===== src/rtl/vga_bounce_sprite.sv =====
// vga_bounce_sprite
//   Pixel-domain stage between the VGA timing controller and the pins.
//   Holds a square sprite that bounces inside the visible area. The sprite
//   moves once every FRAME_DIV frames. Moves only happen at frame start,
//   which is inside vertical blanking, so the picture never tears.
//   Each pixel is coloured from x/y/blank_b_in. hsync/vsync are registered
//   in the same stage as the colour, so all pin outputs stay aligned.
// Ports
//   vgaclk, reset      pixel clock, synchronous active-high reset
//   x, y               current column/row from the timing controller
//   hsync_in, vsync_in controller syncs (active-low)
//   blank_b_in         1 = visible pixel
//   pause              1 = freeze sprite position and frame counter
//   hsync, vsync       syncs delayed by one cycle
//   red, green, blue   registered pixel colour
//   box_x, box_y       sprite top-left corner
module vga_bounce_sprite #(
    parameter int          H_ACTIVE  = 640,
    parameter int          V_ACTIVE  = 480,
    parameter int          BOX_SIZE  = 32,
    parameter int          STEP      = 2,
    parameter int          FRAME_DIV = 1,
    parameter logic [11:0] BG_COLOR  = 12'h00F,
    parameter logic [11:0] BOX_COLOR = 12'hF00
) (
    input  logic       vgaclk,
    input  logic       reset,
    input  logic [9:0] x,
    input  logic [9:0] y,
    input  logic       hsync_in,
    input  logic       vsync_in,
    input  logic       blank_b_in,
    input  logic       pause,
    output logic       hsync,
    output logic       vsync,
    output logic [3:0] red,
    output logic [3:0] green,
    output logic [3:0] blue,
    output logic [9:0] box_x,
    output logic [9:0] box_y
);

    localparam logic [10:0] MAX_X  = 11'(H_ACTIVE - BOX_SIZE);
    localparam logic [10:0] MAX_Y  = 11'(V_ACTIVE - BOX_SIZE);
    localparam logic [10:0] STEP11 = 11'(STEP);
    localparam logic [10:0] BOX11  = 11'(BOX_SIZE);
    localparam int          CW     = (FRAME_DIV > 1) ? $clog2(FRAME_DIV) : 1;
    localparam logic [CW-1:0] CNT_LAST = CW'(FRAME_DIV - 1);

    typedef enum logic [1:0] {S_WAIT, S_MOVE_X, S_MOVE_Y} state_t;

    // One axis of sprite motion: neg = moving toward 0.
    typedef struct packed {
        logic       neg;
        logic [9:0] pos;
    } axis_t;

    // Clamp to the edge and reverse instead of overshooting. The sum is
    // 11 bits wide so pos+STEP cannot wrap before it is compared.
    function automatic axis_t axis_step(input axis_t cur, input logic [10:0] max);
        axis_t       r;
        logic [10:0] p;
        p = {1'b0, cur.pos};
        r = cur;
        if (!cur.neg) begin
            if (p + STEP11 >= max) begin
                r.pos = max[9:0];
                r.neg = 1'b1;
            end else begin
                r.pos = 10'(p + STEP11);
            end
        end else begin
            if (p <= STEP11) begin
                r.pos = 10'd0;
                r.neg = 1'b0;
            end else begin
                r.pos = 10'(p - STEP11);
            end
        end
        return r;
    endfunction

    state_t        state, state_n;
    logic [CW-1:0] cnt, cnt_n;
    logic          vs_prev;
    logic          dir_x, dir_y;
    logic          frame_start;
    axis_t         ax_n, ay_n;
    logic          in_box;
    logic [11:0]   rgb_n;

    assign frame_start = vs_prev & ~vsync_in;

    always_comb begin
        state_n = state;
        cnt_n   = cnt;
        ax_n    = axis_step('{neg: dir_x, pos: box_x}, MAX_X);
        ay_n    = axis_step('{neg: dir_y, pos: box_y}, MAX_Y);
        case (state)
            S_WAIT: begin
                if (frame_start && !pause) begin
                    if (cnt == CNT_LAST) begin
                        cnt_n   = '0;
                        state_n = S_MOVE_X;
                    end else begin
                        cnt_n = cnt + CW'(1);
                    end
                end
            end
            S_MOVE_X: state_n = S_MOVE_Y;
            S_MOVE_Y: state_n = S_WAIT;
            default:  state_n = S_WAIT;
        endcase
    end

    // Pixel colour. Bounds are compared in 11 bits so box_x+BOX_SIZE
    // cannot wrap near the right or bottom edge.
    always_comb begin
        in_box = ({1'b0, x} >= {1'b0, box_x}) && ({1'b0, x} < {1'b0, box_x} + BOX11) &&
                 ({1'b0, y} >= {1'b0, box_y}) && ({1'b0, y} < {1'b0, box_y} + BOX11);
        if (!blank_b_in)
            rgb_n = 12'h000;
        else if (in_box)
            rgb_n = BOX_COLOR;
        else
            rgb_n = BG_COLOR;
    end

    always_ff @(posedge vgaclk) begin
        if (reset) begin
            state                <= S_WAIT;
            cnt                  <= '0;
            vs_prev              <= 1'b1;
            box_x                <= '0;
            box_y                <= '0;
            dir_x                <= 1'b0;
            dir_y                <= 1'b0;
            hsync                <= 1'b1;
            vsync                <= 1'b1;
            {red, green, blue}   <= 12'h000;
        end else begin
            state   <= state_n;
            cnt     <= cnt_n;
            vs_prev <= vsync_in;
            if (state == S_MOVE_X) begin
                box_x <= ax_n.pos;
                dir_x <= ax_n.neg;
            end
            if (state == S_MOVE_Y) begin
                box_y <= ay_n.pos;
                dir_y <= ay_n.neg;
            end
            hsync              <= hsync_in;
            vsync              <= vsync_in;
            {red, green, blue} <= rgb_n;
        end
    end

endmodule


===== config.mk =====
export PLATFORM = sky130hd
export DESIGN_NAME = vga_bounce_sprite
export DESIGN_NICKNAME = d
export VERILOG_FILES = /design/src/rtl/vga_bounce_sprite.sv
export SDC_FILE = /design/constraint.sdc
export NUM_CORES = 1
export LEC_CHECK = 0
export ABC_AREA = 1
export CAP_MARGIN = 20
export CORE_ASPECT_RATIO = 0.7
export CORE_MARGIN = 3
export CORE_UTILIZATION = 52
export DETAILED_ROUTE_END_ITERATION = 8
export PLACE_DENSITY = 0.91
export SKIP_LAST_GASP = 1
export SLEW_MARGIN = 20
export SYNTH_ARGS = -nofsm -noshare
export SYNTH_HDL_FRONTEND = slang
export SYNTH_SLANG_ARGS = --single-unit
export TNS_END_PERCENT = 20

===== constraint.sdc =====
create_clock -name vgaclk -period 2.3 [get_ports vgaclk]
set_clock_uncertainty 0.1 [all_clocks]
set_input_delay 0.46 -clock vgaclk [delete_from_list [all_inputs] [get_ports vgaclk]]
set_output_delay 0.46 -clock vgaclk [all_outputs]
set_load 0.1 [all_outputs]

==> qor.yml <==
synthToLayoutAreaGrowth_pct: 19.6
gp_congestion: 0.982
rows: 21
dp_hpwl_mm: 6.30
drive_above_1_share_pct: 17.5
grt_pass1_wl_mm: 12.4
die_w_um: 94.1
cts_resized: 0
synth_common_cells: "nand2_1, nor2_1, inv_1"
syn_inst: 435
clock_path_buffers: 2
clkLatencyLatePin_ns: 0.28
status: "finished, final reports clean"
cts_setup_buffers: 0
final_hold_viol_count: 0
synth_warnings: 0
cts_tree: "built"
clkTransAtPathRegs_ns: 0.10
crit_slowest_cell: "dfxtp_4"
wl_mm: 7.86
port_buffers: 51
drtPass1Iterations: 6
grt_pass1_vias: 2739
finalSetupViolations: 0
drtAntennaViolNets: 0
cp_max_fo: 7
p_per_area_nw_per_um2: 429
grt_max_degree: 16
critPathKind: "reg2reg"
synth_largest_area_cell: "dfxtp_1"
max-slew-margin-rel_pct: 56.3
num_antenna_cells: 0
synth.distinct_cells: 31
path_buf_inv: 3
ios: 60
ys_ff_latch: 26
async_flop_share_pct: 0
reg2reg_to: "red[2]$_SDFF_PP0_"
fin_nets: 545
placeableCoreArea_um2: 5020
cts_made_buffers: 3
rrSetupSlack_ns: 0.22
grt_overflow: 0
drtIter0Drc: 371
path_delay_family: "simple AND/OR/NAND/NOR gates"
ir_drop_v: 0.000309
htree_levels: 1
yosysMostFrequentCell: "nand2_1"
synth_area_um2: 2830
vias: 3038
fin_setup_tns_ns: 0
syn_avg_cell_area_um2: 6.50
initial_core_util_pct: 56.3
fp.dieArea_um2: 6370
die_h_um: 67.7
numClockSinks: 26
slew_viol_final: 0
synth_ff_type: "dfxtp_1"
max_freq_mhz: 482
synth_top_area_share_pct: 18.4
cp.required_ns: 2.38
worstHoldStart: "vs_prev$_SDFF_PP1_"
antenna_found_initial: 0
rsz0062_at_grt: "no"
timing.rr.start: "box_x[6]$_SDFFE_PP0P_"
crit_arrival_ns: 2.16
reg2regPathDepth: 12
yosysSeqAreaShare_pct: 18.4
viasPerCell: 5.53
cp_slowest_stage_delay_ns: 0.40
period_minus_slack_ns: 2.08
crit_path_end_kind: "flip-flop"
worstMarginPinSlew_ns: 0.653
grt_usage_pct: 24.7
leakage_nw: 1.63
total_power_mw: 1.45
hold_path_end: "state[0]$_SDFFE_PP0P_"
cts_hold_buf: 0
fin_crit_sh_pct: 90.3
path_cells: "inv_1, ha_1, inv_1, ha_1, inv_1, or2_2, o21ai_0, nand2_1, o211ai_1, nor2_1, nand2_1, nor2_1"
cp-start-kind: "flip-flop"
hold_class: "reg2reg"
critPathMostFrequentCell: "inv_1"
wl_per_cell_um: 14.3
drc_errors: 0
root_buffer: "clkbuf_8"
max_cap_violations: 0
min_path_cells: 1
synth_area_leaders: "dfxtp_1, ha_1, nand2_1"
synth-edff-count: 0
worst reg2reg max path: stages (launching register included):
cell	delay [ns]
dfxtp_4	0.40
inv_1	0.06
ha_1	0.26
inv_1	0.04
ha_1	0.28
inv_1	0.03
or2_2	0.28
o21ai_0	0.15
nand2_1	0.08
o211ai_1	0.09
nor2_1	0.10
nand2_1	0.07
nor2_1	0.03
worst max path at each step:
stage                                startpoint                end  slack, ns  cells after the start
final                     box_x[6]$_SDFFE_PP0P_  red[2]$_SDFF_PP0_       0.22                     12
after global placement                     x[5]  red[2]$_SDFF_PP0_       0.06                      9
after floorplan           box_x[5]$_SDFFE_PP0P_  red[2]$_SDFF_PP0_       0.03                     12
after global routing      box_y[5]$_SDFFE_PP0P_  red[2]$_SDFF_PP0_       0.04                     14
after detailed placement                   x[5]  red[2]$_SDFF_PP0_       0.04                      9
after CTS                 box_y[5]$_SDFFE_PP0P_  red[2]$_SDFF_PP0_       0.23                     12
cell families after synthesis:
group	Yosys count	synth area share [%]
xor+xnor	19	5.89
simple gates	202	31.7
fa+ha+maj	38	16.8
buf+inv	71	11.8
compound gates	78	15.2
other cells	1	0.133
flops	26	18.4
through the flow:
stage               worst slack, ns  hold slack [ns]  cell area, µm²  util, %  cells
global placement             0.0622            0.372            3310     65.9    545
CTS                           0.233            0.390            3380     67.4    549
global route                 0.0401            0.395            3380     67.4    549
finish                        0.223            0.389            3380     67.4    549
detailed placement           0.0390            0.371            3310     65.9    545
floorplan                    0.0278            0.381            2880        -    440
layout by cell type (no fill, tap or decap), types with 6 or more instances in the layout:
cell type / synthesis / final
a21oi_1: 37 / 37
buf_4: 17 / 35
clkdlybuf4s50_1: 0 / 23
conb_1: 1 / 6
dfxtp_1: 26 / 8
dfxtp_2: 0 / 14
ha_1: 38 / 38
inv_1: 43 / 43
nand2_1: 90 / 90
nand3_1: 34 / 34
nand4_1: 11 / 11
nor2_1: 49 / 49
o21ai_0: 23 / 23
xor2_1: 18 / 18
sequential cells by signal, indices dropped and copies added (netlist names):
register  cells
box_x         9
dir_x         1
vs_prev       1
red           1
dir_y         1
box_y         9
blue          1
state         2
hsync         1
cell type report:
cell class | instances | area, µm²
clock buffers | 3 | 41.3
clock inverters | 1 | 30.0
fillers | 421 | 1640
inverters | 49 | 185
multi-input cells | 343 | 1990
flip-flops and latches | 26 | 553
well taps | 69 | 86.3
repair buffers | 58 | 493
routing by layer:
layer	track usage, %	vias up	part of all wire (%)
li1	-	1514	-
met1	35.9	1338	46
met2	36.7	170	41
met3	5.68	16	12
met4	5.95	0	1.1
met5	0	-	0
power breakdown:
part | switching, mW | internal (mW)
Combinational | 0.386 | 0.180
Clock | 0.152 | 0.233
Sequential | 0.0326 | 0.466
Total | 0.571 | 0.879
Power figures use the tool's default switching activity.
